--- src/rtl/free_list.sv ---
// free_list: R10K physical-register free list (circular FIFO of free tags).
// Optional macro FREE_LIST_BYPASS_EN: same-cycle handoff of a freed tag when empty.
package free_list_pkg;
    localparam int NUM_PHYS_REGS = 64;
    localparam int PW = $clog2(NUM_PHYS_REGS);

    typedef struct packed {
        logic [PW-1:0] phys_reg;
        logic          valid;
        logic          ready;
    } TAG;

    typedef struct packed {
        logic retire_en;
        TAG   retire_t;
        TAG   retire_t_old;
    } IR_MT_PACKET;
endpackage

module free_list
    import free_list_pkg::*;
#(
    parameter int NUM_PHYS = NUM_PHYS_REGS,
    parameter int NUM_ARCH = 32,
    parameter int DEPTH    = NUM_PHYS - NUM_ARCH
) (
    input  logic                     clock,
    input  logic                     reset,
    input  logic                     interrupt,
    input  logic                     alloc_req,
    output logic                     alloc_valid,
    output TAG                       alloc_tag,
    input  IR_MT_PACKET              ir_fl_packet,
    output logic [$clog2(DEPTH):0]   free_count,
    output logic                     empty,
    output logic                     overflow_err
);
    localparam int AW = $clog2(DEPTH);
    localparam int CW = AW + 1;

    logic [PW-1:0] fifo_q [DEPTH];
    logic [AW-1:0] head_q, head_d;
    logic [AW-1:0] tail_q, tail_d;
    logic [AW-1:0] rhead_q, rhead_d;
    logic [CW-1:0] count_q, count_d;
    logic [CW-1:0] spec_q, spec_d;
    logic          ovf_q, ovf_d;

    logic          free_fire, alloc_fire, bypass, byp_take;
    logic          pop, push, commit, full;
    logic [PW-1:0] old_tag;
    logic          unused_ok;

    function automatic logic [AW-1:0] inc(input logic [AW-1:0] p);
        return (p == AW'(DEPTH - 1)) ? '0 : p + 1'b1;
    endfunction

    assign old_tag   = ir_fl_packet.retire_t_old.phys_reg;
    assign free_fire = ir_fl_packet.retire_en && (old_tag != '0) && !interrupt;
    assign full      = (count_q == CW'(DEPTH));

`ifdef FREE_LIST_BYPASS_EN
    assign bypass = free_fire && (count_q == '0);
`else
    assign bypass = 1'b0;
`endif

    assign alloc_valid = (count_q != '0) || bypass;
    assign alloc_fire  = alloc_req && alloc_valid && !interrupt;
    assign byp_take    = bypass && alloc_fire;
    assign pop         = alloc_fire && !byp_take;
    assign push        = free_fire && !byp_take && !full;
    assign commit      = free_fire && (spec_q != '0);

    always_comb begin
        alloc_tag          = '0;
        alloc_tag.phys_reg = bypass ? old_tag : fifo_q[head_q];
        alloc_tag.valid    = 1'b1;
        alloc_tag.ready    = 1'b0;
    end

    always_comb begin
        head_d  = head_q;
        tail_d  = tail_q;
        rhead_d = rhead_q;
        count_d = count_q;
        spec_d  = spec_q;
        ovf_d   = ovf_q;
        if (interrupt) begin
            // Roll back to the oldest unretired allocation.
            head_d  = rhead_q;
            count_d = count_q + spec_q;
            spec_d  = '0;
        end else begin
            if (pop)    head_d  = inc(head_q);
            if (push)   tail_d  = inc(tail_q);
            if (commit) rhead_d = inc(rhead_q);
            count_d = count_q + CW'(push) - CW'(pop);
            spec_d  = spec_q + CW'(alloc_fire) - CW'(commit);
            if (free_fire && !byp_take && full) ovf_d = 1'b1;
            if (free_fire && (spec_q == '0))    ovf_d = 1'b1;
        end
    end

    always_ff @(posedge clock) begin
        if (reset) begin
            head_q  <= '0;
            tail_q  <= '0;
            rhead_q <= '0;
            count_q <= CW'(DEPTH);
            spec_q  <= '0;
            ovf_q   <= 1'b0;
        end else begin
            head_q  <= head_d;
            tail_q  <= tail_d;
            rhead_q <= rhead_d;
            count_q <= count_d;
            spec_q  <= spec_d;
            ovf_q   <= ovf_d;
        end
    end

    always_ff @(posedge clock) begin
        if (reset) begin
            for (int i = 0; i < DEPTH; i++) begin
                fifo_q[i] <= PW'(NUM_ARCH + i);
            end
        end else if (push) begin
            fifo_q[tail_q] <= old_tag;
        end
    end

    assign free_count   = count_q;
    assign empty        = (count_q == '0);
    assign overflow_err = ovf_q;

    assign unused_ok = ^{ir_fl_packet.retire_t,
                         ir_fl_packet.retire_t_old.valid,
                         ir_fl_packet.retire_t_old.ready};
endmodule

--- config.mk ---
export PLATFORM = sky130hd
export DESIGN_NAME = free_list
export DESIGN_NICKNAME = d
export VERILOG_FILES = /design/src/rtl/free_list.sv
export SDC_FILE = /design/constraint.sdc
export NUM_CORES = 1
export LEC_CHECK = 0
export BUFFER_PORTS_ARGS = -buffer_cell sky130_fd_sc_hd__buf_2
export CORE_ASPECT_RATIO = 0.5
export CORE_MARGIN = 1
export CORE_UTILIZATION = 35
export DETAILED_ROUTE_END_ITERATION = 12
export SLEW_MARGIN = 30
export SYNTH_ARGS = -nofsm -noshare
export SYNTH_HDL_FRONTEND = slang
export SYNTH_SLANG_ARGS = --single-unit
--- constraint.sdc ---
create_clock -name clock -period 4 [get_ports clock]
set_clock_uncertainty 0.15 [all_clocks]
set_input_delay 0.6 -clock clock [delete_from_list [all_inputs] [get_ports clock]]
set_output_delay 0.6 -clock clock [all_outputs]
set_load 0.02 [all_outputs]
==> results of run 1 <==
[worst max-delay path by stage]
stage                     from            end  slack, ns  cells past startpoint
2_1_floorplan    free_count[2]  free_count[4]       0.74                     16
3_3_place_gp   ir_fl_packet[3]  free_count[4]       0.58                     15
3_5_place_dp   ir_fl_packet[2]  free_count[4]       0.53                     15
4_1_cts              flip-flop   alloc_tag[3]       0.07                      5
5_1_grt              flip-flop   alloc_tag[3]       0.14                      5
6_report             flip-flop   alloc_tag[7]       0.36                      5
[flip-flops by register name, summed over array words and instances, names as in the netlist, named ones only]
name          count
fifo_q          192
free_count        6
head_q            5
overflow_err      1
rhead_q           5
spec_q            6
tail_q            5
[repair_timing]
action                                  in CTS  in global routing
hold endpoints to repair                     0                  0
endpoints found under the setup margin       0                  4
gates resized for setup                      0                  1
setup buffers                                0                  0
hold buffers                                 0                  0
[worst reg2reg max path, cell delays in order (launching register included)]
cell       delay [ns]
dfxtp_1          0.40
inv_1            0.09
ha_1             0.22
nand4bb_1        0.17
a21boi_4         0.52
nand2b_1         0.17
ha_1             0.31
inv_1            0.04
ha_1             0.18
inv_1            0.07
fa_1             0.20
inv_1            0.05
a21oi_1          0.15
nor2_1           0.07
or3_1            0.31
a32o_1           0.25
[metal layers]
layer / share of wire (%) / routed length (µm) / vias to the layer above
met5: 0 / 0 / -
met2: 46 / 11900 / 190
met4: 2.7 / 705 / 0
met3: 4.8 / 1240 / 49
li1: - / - / 3350
met1: 46 / 12000 / 3520
[report_power, final]
group / leakage (nW) / total [W] / switching, W / internal (W)
clock network: 0.412 / 0.00233 / 0.000967 / 0.00137
logic: 1.59 / 0.000984 / 0.000626 / 0.000358
registers: 1.99 / 0.00272 / 0.0000769 / 0.00264
total: 4.00 / 0.00604 / 0.00167 / 0.00437
[layout make-up]
cell class              instances  share of cell area, %
multi-input cells             593                   34.3
well taps                     423                   4.26
clock buffers                  28                   5.20
flip-flops and latches        225                   51.8
inverters                      26                  0.785
repair buffers                 45                   2.21
clock inverters                17                   1.46
[logic make-up (layout without fill, tap and decap cells)]
| group | Yosys count | count (layout) | synth area share [%] |
|---|---|---|---|
| buffers and inverters | 99 | 116 | 3.91 |
| multiplexers | 81 | 81 | 9.98 |
| other | 2 | 2 | 0.0675 |
| XOR/XNOR | 9 | 9 | 0.708 |
| adder cells (fa/ha/maj) | 34 | 34 | 4.03 |
| flip-flops | 225 | 225 | 57.7 |
| AND/OR/NAND/NOR | 383 | 383 | 18.5 |
| AO/OA/AOI/OAI | 84 | 84 | 5.06 |
[synthesized netlist by cell type, types with 5 or more instances]
cell,instances
ha_1,31
clkbuf_1,42
edfxtp_1,192
a21oi_1,29
or3_1,59
nand4_1,10
buf_2,20
mux2i_1,57
nor3_1,42
nor2_1,59
nand2_1,65
nor2b_1,9
xnor2_1,5
and3_1,8
mux4_2,24
a22oi_1,12
a221oi_1,7
and2_1,35
o21ai_0,11
inv_1,26
nand3_1,25
nand2b_1,12
dfxtp_1,33
a22o_1,6
or2_2,40
[per-stage QoR]
stage / total power (W) / utilization [%]
floorplan: 0.00345 / -
global placement: 0.00371 / 37.7
detailed placement: 0.00375 / 37.7
CTS: 0.00607 / 40.4
global route: 0.00628 / 40.4
finish: 0.00604 / 40.4
[cells in the final DEF (no fill, tap or decap), types with 5 or more instances in the layout]
cell | Yosys | routed
or2_2 | 40 | 40
clkinv_2 | 0 | 6
buf_2 | 20 | 25
clkbuf_16 | 0 | 25
xnor2_1 | 5 | 5
and3_1 | 8 | 8
dfxtp_1 | 33 | 31
nand2_1 | 65 | 65
ha_1 | 31 | 31
a221oi_1 | 7 | 7
buf_4 | 4 | 20
or3_1 | 59 | 59
a22oi_1 | 12 | 12
mux2i_1 | 57 | 57
nand4_1 | 10 | 10
nand2b_1 | 12 | 12
o21ai_0 | 11 | 11
mux4_2 | 24 | 24
nor3_1 | 42 | 42
nor2_1 | 59 | 59
edfxtp_1 | 192 | 192
a21oi_1 | 29 | 29
inv_1 | 26 | 24
nor2b_1 | 9 | 9
and2_1 | 35 | 35
a22o_1 | 6 | 6
nand3_1 | 25 | 25
==> summary.txt, run 1 <==
Run status
  – Status: completed

Worst setup path
  – CP required: 3.25 ns
  – Worst path buffer plus inverter count: 2
  – Worst-case reg-to-reg path depth: 15
  – Endpoint type of the worst setup path: output port
  – CP arrival: 2.89 ns
  – CP Launch Type: flip-flop
  – RR Startpoint: free_count[2]
  – Kind of critical path: flip-flop to output port
  – CP peak stage delay: 0.62 ns
  – Slowest CP cell: dfxtp_4
  – Worst reg2reg setup slack: 0.55 ns
  – Crit-path cells: buf_4, mux4_2, a221oi_1, nand3_1, buf_2
  – Worst Path Max Fanout: 23
  – Cell family with most CP delay: flip-flops
  – Reg-to-reg endpoint: free_count[4]

Final layout
  – Filler cells: 2872
  – N_diodes: 0
  – Seq. cell area: 6430 µm²
  – Post-route cell area: 12400 µm²
  – Non-Filler Instances: 1357
  – Area occupied by multi-input gates: 4270 µm²
  – P&R area growth vs syn: 11.7%
  – Share of cells above drive strength 1: 17.0%
  – Nets: 971

Yosys
  – Distinct cells, synth: 56
  – Synth area leaders: edfxtp_1 52%, dfxtp_1 5.9%, mux2i_1 5.1%, mux4_2 4.9%, ha_1 3.5%
  – Cells after Synth: 917
  – Syn_nets: 972
  – Netlist area before placement: 11100 µm²
  – Ys async rst share: 0%
  – Post-synth EDFFs: 192
  – Synth warn: 0
  – Synth Flop Type: edfxtp_1
  – #FFs+latches synth: 225
  – Synth area leader: edfxtp_1
  – Sequential area share after synthesis: 57.7%
  – Yosys top cell area share: 51.8%
  – Synthesized area per cell: 12.1 µm²

CTS
  – Clock-pin slew on the worst setup and hold paths: 0.06 ns
  – Clk Latency, worst-skew pair: 0.53 ns
  – Clock sinks: 225
  – CTS tree: built
  – H-tree depth: 1
  – Max Buffers Root-to-Sink: 3
  – Clock Tree Root: clkbuf_16
  – Total CTS buffers: 25

Place
  – Setup slack at placement: 0.527 ns
  – PortBufs: 25
  – Placer Congestion: 0.828
  – Dpl cell area: 11600 µm²
  – Inst Count DP: 1312
  – HPWL Detailed: 17200 µm

Routing
  – Post-DR wirelength/cell: 19.1 µm
  – Iteration-0 DRC Markers: 440
  – Via density: 5.24
  – Antenna-violating nets left: 0
  – Routed WL: 25900 µm
  – # DRC: 0
  – DR pass1 iterations: 6
  – Via count: 7109

Power
  – Lkg Pwr: 4.00 nW
  – Cell Pwr Density: 486 nW/µm²
  – Worst vdd ir: 0.284 mV

Global route
  – Met2 usage: 26.5%
  – Gr usage total: 16.3%
  – Gr ovfl total: 0
  – GR Layer Usage met1: 22.5%
  – First-pass GRT wire length: 40900 µm
  – Pin count of the biggest net entering global routing: 43
  – Met3 GRT Util: 2.54%
  – Vias in the first global route: 7172
  – Most used routing layer: met2
  – Initial antenna violation count: 0

Floorplanning
  – Die area: 32600 µm²
  – Core outline area: 30800 µm²
  – Ports: 38
  – Row count: 45
  – Initial Util: 36.1%
  – DIE WIDTH: 254 µm
  – Die Y: 128 µm

Timing
  – Setup TNS: 0 ns
  – Final setup violation count: 0
  – FMAX: 274 MHz
  – Final WS setup: 0.355 ns
  – Worst Max-Slew Pin Slew: 0.993 ns
  – Period minus WS final: 3.64 ns
  – Hold Violations, Final: 0
  – RSZ-0062 raised after global routing: false
  – Final period util: 91.1%
  – Slew Limit Headroom: 33.7%
  – Slew Viols, Final: 0
  – Min Hold Slack: 0.253 ns

Hold path
  – Min-Delay Endpoint: fifo_q[22][1]
  – Hold Path Stages: 2
  – Hold Path Class: input port to flip-flop
  – Hold Crit Start: ir_fl_packet[3]

Flow run
  – Max capacitance violation total: 0
Power figures use the tool's default switching activity.
==> run 2, diff against run 1 <==
PLACE_DENSITY = 0.56   (was not set)
==> run 2 against run 1 <==
Effect of this change: sequential power barely moved; first-iteration DRC count is 20% higher; non-clock buffer count increased by 2; clock-buffer cell count rose by 2; power is 4.1% lower; clock power fell by 11%; sequential share of layout area grew 0.28 points; global-route usage down 0.12 points; fmax decreased by 0.38%; final area shrank 0.53%; critical path type unchanged; largest power group unchanged.
==> summary.txt, run 2 (synthesized netlist as in run 1, its figures left out) <==
Timing
  – Slew Viols, Final: 0 (unchanged)
  – RSZ-0062 raised after global routing: false (unchanged)
  – Worst Max-Slew Pin Slew: 0.826 ns (was 0.993 ns)
  – FMAX: 273 MHz (was 274 MHz)
  – Period minus WS final: 3.66 ns (was 3.64 ns)
  – Hold Violations, Final: 0 (unchanged)
  – Slew Limit Headroom: 44.8% (was 33.7%)
  – Final period util: 91.5% (was 91.1%)
  – Setup TNS: 0 ns (unchanged)
  – Final setup violation count: 0 (unchanged)

Power
  – Share of power burned in registers: 46.9% (was 45.0%)
  – P_sw: 0.00160 W (was 0.00167 W)
  – Worst vdd ir: 0.276 mV (was 0.284 mV)
  – Comb power frac: 17.1% (was 16.3%)
  – Cell Pwr Density: 468 nW/µm² (was 486 nW/µm²)
  – Clock power share: 35.9% (was 38.7%)
  – Net Sw Frac: 27.6% (was 27.7%)
  – Lkg Pwr: 3.96 nW (was 4.00 nW)
  – Int Pwr: 0.00419 W (was 0.00437 W)
  – Design Power: 0.00579 W (was 0.00604 W)

Final layout
  – P&R area growth vs syn: 11.1% (was 11.7%)
  – Most common cell after layout, fill and taps aside: edfxtp_1 (unchanged)
  – Most frequent cells in the layout: 192 x edfxtp_1, 65 x nand2_1, 59 x nor2_1, 59 x or3_1, 57 x mux2i_1 (unchanged)
  – Nets: 971 (unchanged)
  – Share of cells above drive strength 1: 16.5% (was 17.0%)
  – Seq. cell area: 6430 µm² (unchanged)
  – Filler cells: 2911 (was 2872)
  – Max reg flops: 192 (unchanged)
  – Largest Register: fifo_q (unchanged)
  – Area occupied by multi-input gates: 4270 µm² (unchanged)

Global route
  – Gr ovfl total: 0 (unchanged)
  – Initial antenna violation count: 1 (was 0)
  – First-pass GRT wire length: 40000 µm (was 40900 µm)
  – Gr usage total: 16.2% (was 16.3%)
  – Vias in the first global route: 6954 (was 7172)
  – Pin count of the biggest net entering global routing: 49 (was 43)

Floorplanning
  – Initial Util: 36.1% (unchanged)
  – Row count: 45 (unchanged)
  – Die Y: 128 µm (unchanged)
  – Die area: 32600 µm² (unchanged)
  – Ports: 38 (unchanged)
  – Core outline area: 30800 µm² (unchanged)
  – DIE WIDTH: 254 µm (unchanged)

Worst setup path
  – CP required: 3.25 ns (about the same)
  – Endpoint type of the worst setup path: output port (unchanged)
  – CP Launch Type: flip-flop (unchanged)
  – Worst Path Max Fanout: 23 (unchanged)
  – CP arrival: 2.91 ns (was 2.89 ns)
  – Kind of critical path: flip-flop to output port (unchanged)

Place
  – PortBufs: 25 (unchanged)
  – Placer Congestion: 0.872 (was 0.828)
  – HPWL Detailed: 17400 µm (was 17200 µm)

Routing
  – Via density: 5.15 (was 5.24)
  – Routed WL: 25500 µm (was 25900 µm)
  – # DRC: 0 (unchanged)
  – Iteration-0 DRC Markers: 530 (was 440)
  – Via count: 6975 (was 7109)
  – Post-DR wirelength/cell: 18.8 µm (was 19.1 µm)
  – Antenna-violating nets left: 0 (unchanged)
  – DR pass1 iterations: 5 (was 6)

CTS
  – CTS tree: built (unchanged)
  – Clock Tree Root: clkbuf_16 (unchanged)
  – Clock sinks: 225 (unchanged)
  – Clk Latency, worst-skew pair: 0.51 ns (was 0.53 ns)
  – Max Buffers Root-to-Sink: 3 (unchanged)
  – Clock-pin slew on the worst setup and hold paths: 0.06 ns (about the same)
  – Total CTS buffers: 23 (was 25)
  – Post-CTS setup buffers: 0 (unchanged)
  – H-tree depth: 1 (unchanged)

Run status
  – Status: completed (unchanged)

Hold path
  – Hold Path Class: input port to flip-flop (unchanged)

Flow run
  – Max capacitance violation total: 0 (unchanged)
-- run 2: cell count changes in the layout (fill, tap and decap cells not counted), sizes merged --
cell	change
clkinv	-4
bufinv	-2
inv	-1
buf	+2
clkbuf	+2
diode	+1
-- run 2: cell type report --
type                            instances  share of cell area, %
Antenna cell                            1                 0.0202
Clock buffer                           30                   5.12
Clock inverter                         10                  0.698
Inverter                               26                  0.789
Multi-Input combinational cell        593                   34.5
Sequential cell                       225                   52.0
Tap cell                              423                   4.28
Timing Repair Buffer                   47                   2.55
-- run 2: power by group through the flow --
stage	logic [W]	clock network, W	registers [W]
final	0.000992	0.00208	0.00272
after global routing	0.00110	0.00219	0.00273
after CTS	0.000998	0.00211	0.00272
after detailed placement	0.000993	0	0.00277
after global placement	0.000971	0	0.00276
after floorplan	0.000691	0	0.00276
-- run 2: worst paths after layout --
check	startpoint	to	slack, ns	depth (start not counted)
setup reg to reg	free_count[2]	free_count[4]	0.62	16
setup / recovery	flip-flop	alloc_tag[3]	0.34	5
hold reg to reg	rhead_q[3]	rhead_q[3]	0.35	2
hold / removal	reset	head_q[4]	0.20	2
-- run 2: critical path, cell delays in order, from the launching register on --
cell and delay (ns):
dfxtp_4 0.62, buf_4 0.26, mux4_2 0.55, a221oi_1 0.53, nand3_1 0.21, buf_2 0.21
-- run 2: through the flow --
| stage | cell area, µm² | hold slack, ns | util, % | cells | worst slack [ns] |
|---|---|---|---|---|---|
| 6_report | 12400 | 0.202 | 40.1 | 1355 | 0.341 |
| 5_1_grt | 12400 | 0.208 | 40.1 | 1354 | 0.192 |
| 4_1_cts | 12400 | 0.200 | 40.1 | 1354 | 0.0630 |
| 3_5_place_dp | 11600 | 0.346 | 37.8 | 1314 | 0.612 |
| 3_3_place_gp | 11600 | 0.324 | 37.8 | 1314 | 0.599 |
| 2_1_floorplan | 11100 | 0.308 | - | 917 | 0.740 |
-- run 2: layer usage --
metal  global-route usage [%]  wire (µm)
met1                     22.3      12100
met2                     26.5      11600
met3                     2.46       1210
met4                     4.78        626
met5                        0          0
-- run 2: timing repair --
item | 4_1_cts | 5_1_grt
resized for setup | 0 | 1
setup endpoints to repair | 0 | 5
hold buffers | 0 | 0
==> run 3, diff against run 2 <==
PLACE_DENSITY = not set   (was 0.56)
PLACE_DENSITY_LB_ADDON = 0.1   (was not set)
==> run 3 against run 2 <==
Effect of this change: clock power increased by 10%; routed wire length increased by 7.1%; global-route usage increased by 1.1 points; clock-buffer cell count increased by 1; via count increased by 0.19%; hold slack improved by 0.065 ns; utilization increased by 0.31 points; die area unchanged; first-iteration DRC count decreased by 20%; cell count increased by 0.44%; critical endpoint unchanged; largest cell class unchanged.
==> summary.txt, run 3 (synthesized netlist as in run 1, its figures left out) <==
Worst setup path
  – CP peak stage delay: 0.60 ns (was 0.62 ns)
  – Crit-path cells: buf_4, mux4_2, a221oi_1, nand3_1, buf_2 (unchanged)
  – CP required: 3.25 ns (about the same)
  – CP arrival: 2.94 ns (was 2.91 ns)
  – Slowest CP cell: dfxtp_4 (unchanged)
  – CP Launch Type: flip-flop (unchanged)
  – Cell family with most CP delay: flip-flops (unchanged)
  – Worst Path Max Fanout: 19 (was 23)
  – Endpoint type of the worst setup path: output port (unchanged)
  – Worst path buffer plus inverter count: 2 (unchanged)
  – Kind of critical path: flip-flop to output port (unchanged)

Global route
  – Vias in the first global route: 7027 (was 6954)
  – First-pass GRT wire length: 42300 µm (was 40000 µm)
  – Pin count of the biggest net entering global routing: 49 (unchanged)
  – Gr ovfl total: 0 (unchanged)
  – Initial antenna violation count: 0 (was 1)
  – Gr usage total: 17.3% (was 16.2%)

Floorplanning
  – Initial Util: 36.1% (unchanged)
  – Die area: 32600 µm² (unchanged)
  – Die Y: 128 µm (unchanged)
  – Core outline area: 30800 µm² (unchanged)
  – Row count: 45 (unchanged)
  – DIE WIDTH: 254 µm (unchanged)
  – Ports: 38 (unchanged)

Timing
  – RSZ-0062 raised after global routing: false (unchanged)
  – Final setup violation count: 0 (unchanged)
  – Setup TNS: 0 ns (unchanged)
  – Worst Max-Slew Pin Slew: 0.864 ns (was 0.826 ns)
  – Final period util: 92.3% (was 91.5%)
  – Hold Violations, Final: 0 (unchanged)
  – Period minus WS final: 3.69 ns (was 3.66 ns)
  – Slew Viols, Final: 0 (unchanged)
  – Slew Limit Headroom: 42.3% (was 44.8%)
  – FMAX: 271 MHz (was 273 MHz)

Hold path
  – Hold Path Class: input port to flip-flop (unchanged)

Routing
  – Antenna-violating nets left: 0 (unchanged)
  – Via density: 5.13 (was 5.15)
  – DR pass1 iterations: 5 (unchanged)
  – Routed WL: 27300 µm (was 25500 µm)
  – Iteration-0 DRC Markers: 426 (was 530)
  – # DRC: 0 (unchanged)
  – Via count: 6988 (was 6975)
  – Post-DR wirelength/cell: 20.0 µm (was 18.8 µm)

CTS
  – Total CTS buffers: 24 (was 23)
  – Clock sinks: 225 (unchanged)
  – CTS tree: built (unchanged)
  – Max Buffers Root-to-Sink: 3 (unchanged)
  – Clk Latency, worst-skew pair: 0.52 ns (was 0.51 ns)
  – H-tree depth: 1 (unchanged)
  – Hold bufs inserted after CTS: 0 (unchanged)
  – Clock-pin slew on the worst setup and hold paths: 0.06 ns (about the same)
  – Clock Tree Root: clkbuf_16 (unchanged)

Final layout
  – Largest Register: fifo_q (unchanged)
  – Share of cells above drive strength 1: 16.8% (was 16.5%)
  – P&R area growth vs syn: 12.0% (was 11.1%)
  – Max reg flops: 192 (unchanged)
  – Util after Layout: 40.5% (was 40.1%)
  – Nets: 976 (was 971)
  – Most common cell after layout, fill and taps aside: edfxtp_1 (unchanged)
  – Most frequent cells in the layout: 192 x edfxtp_1, 65 x nand2_1, 59 x nor2_1, 59 x or3_1, 57 x mux2i_1 (unchanged)
  – N_diodes: 0 (was 1)
  – Non-Filler Instances: 1361 (was 1355)
  – Filler cells: 2917 (was 2911)
  – Post-route cell area: 12500 µm² (was 12400 µm²)

Power
  – Net Sw Frac: 27.5% (was 27.6%)
  – Worst vdd ir: 0.302 mV (was 0.276 mV)
  – P_sw: 0.00165 W (was 0.00160 W)
  – Int Pwr: 0.00435 W (was 0.00419 W)
  – Cell Pwr Density: 481 nW/µm² (was 468 nW/µm²)
  – Comb power frac: 16.6% (was 17.1%)
  – Lkg Pwr: 3.99 nW (was 3.96 nW)
  – Design Power: 0.00600 W (was 0.00579 W)
  – Share of power burned in registers: 45.3% (was 46.9%)
  – Clock power share: 38.2% (was 35.9%)

Place
  – PortBufs: 25 (unchanged)
  – HPWL Detailed: 18200 µm (was 17400 µm)
  – Dpl cell area: 11700 µm² (was 11600 µm²)
  – Inst Count DP: 1318 (was 1314)
  – Placer Congestion: 0.781 (was 0.872)

Flow run
  – Max capacitance violation total: 0 (unchanged)

Run status
  – Status: completed (unchanged)
-- run 3: cell count changes in the layout (fill, tap and decap cells not counted), sizes merged --
cell / previous run / this run
buf: 47 / 51
bufinv: 1 / 3
clkinv: 8 / 6
clkinvlp: 0 / 2
clkbuf: 30 / 31
diode: 1 / 0
-- run 3: power by group through the flow --
stage	registers [W]	clock network [W]	logic (W)
finish	0.00272	0.00229	0.000993
floorplan	0.00276	0	0.000691
global placement	0.00277	0	0.000980
global route	0.00273	0.00243	0.00110
detailed placement	0.00277	0	0.000996
CTS	0.00272	0.00233	0.00100
-- run 3: path summary, 6_finish.rpt --
kind / startpoint / endpoint / slack, ns / cells past startpoint
max: flip-flop / alloc_tag[3] / 0.31 / 5
min: ir_fl_packet[2] / fifo_q[23][0] / 0.27 / 2
max reg2reg: free_count[2] / free_count[4] / 0.73 / 16
min reg2reg: rhead_q[3] / rhead_q[3] / 0.35 / 2
-- run 3: metrics by stage --
step	worst slack, ns	hold slack, ns
6_report	0.308	0.267
5_1_grt	0.146	0.265
4_1_cts	0.116	0.241
3_5_place_dp	0.688	0.338
3_3_place_gp	0.656	0.331
2_1_floorplan	0.740	0.308
-- run 3: cell type report --
class / instances / area [µm²] / area share (%)
multi-input combinational: 593 / 4270 / 34.2
inverter: 26 / 97.6 / 0.783
clock inverter: 12 / 139 / 1.11
clock buffer: 31 / 648 / 5.20
tap: 423 / 529 / 4.25
sequential: 225 / 6430 / 51.6
timing repair buffer: 51 / 345 / 2.77
-- run 3: timing repair --
action	4_1_cts	5_1_grt
resized for setup	0	1
buffers inserted	0	0
setup endpoints to repair	0	1
-- run 3: worst register-to-register path, stage by stage, from the launching register on --
cell	delay [ns]
dfxtp_1	0.39
inv_1	0.08
ha_1	0.22
nand4bb_1	0.20
nand2_1	0.23
or2_2	0.35
inv_1	0.06
ha_1	0.21
inv_1	0.06
ha_1	0.16
inv_1	0.06
fa_1	0.39
inv_1	0.07
a21oi_1	0.06
nor2_1	0.11
o21ai_0	0.09
a32o_1	0.26
-- run 3: routing by layer --
| metal | track usage [%] | wire [µm] | up-vias |
|---|---|---|---|
| li1 | - | - | 3372 |
| met1 | 24.2 | 13100 | 3436 |
| met2 | 27.9 | 12400 | 136 |
| met4 | 4.32 | 618 | 0 |
| met5 | 0 | 0 | - |
| met3 | 3.19 | 1190 | 44 |
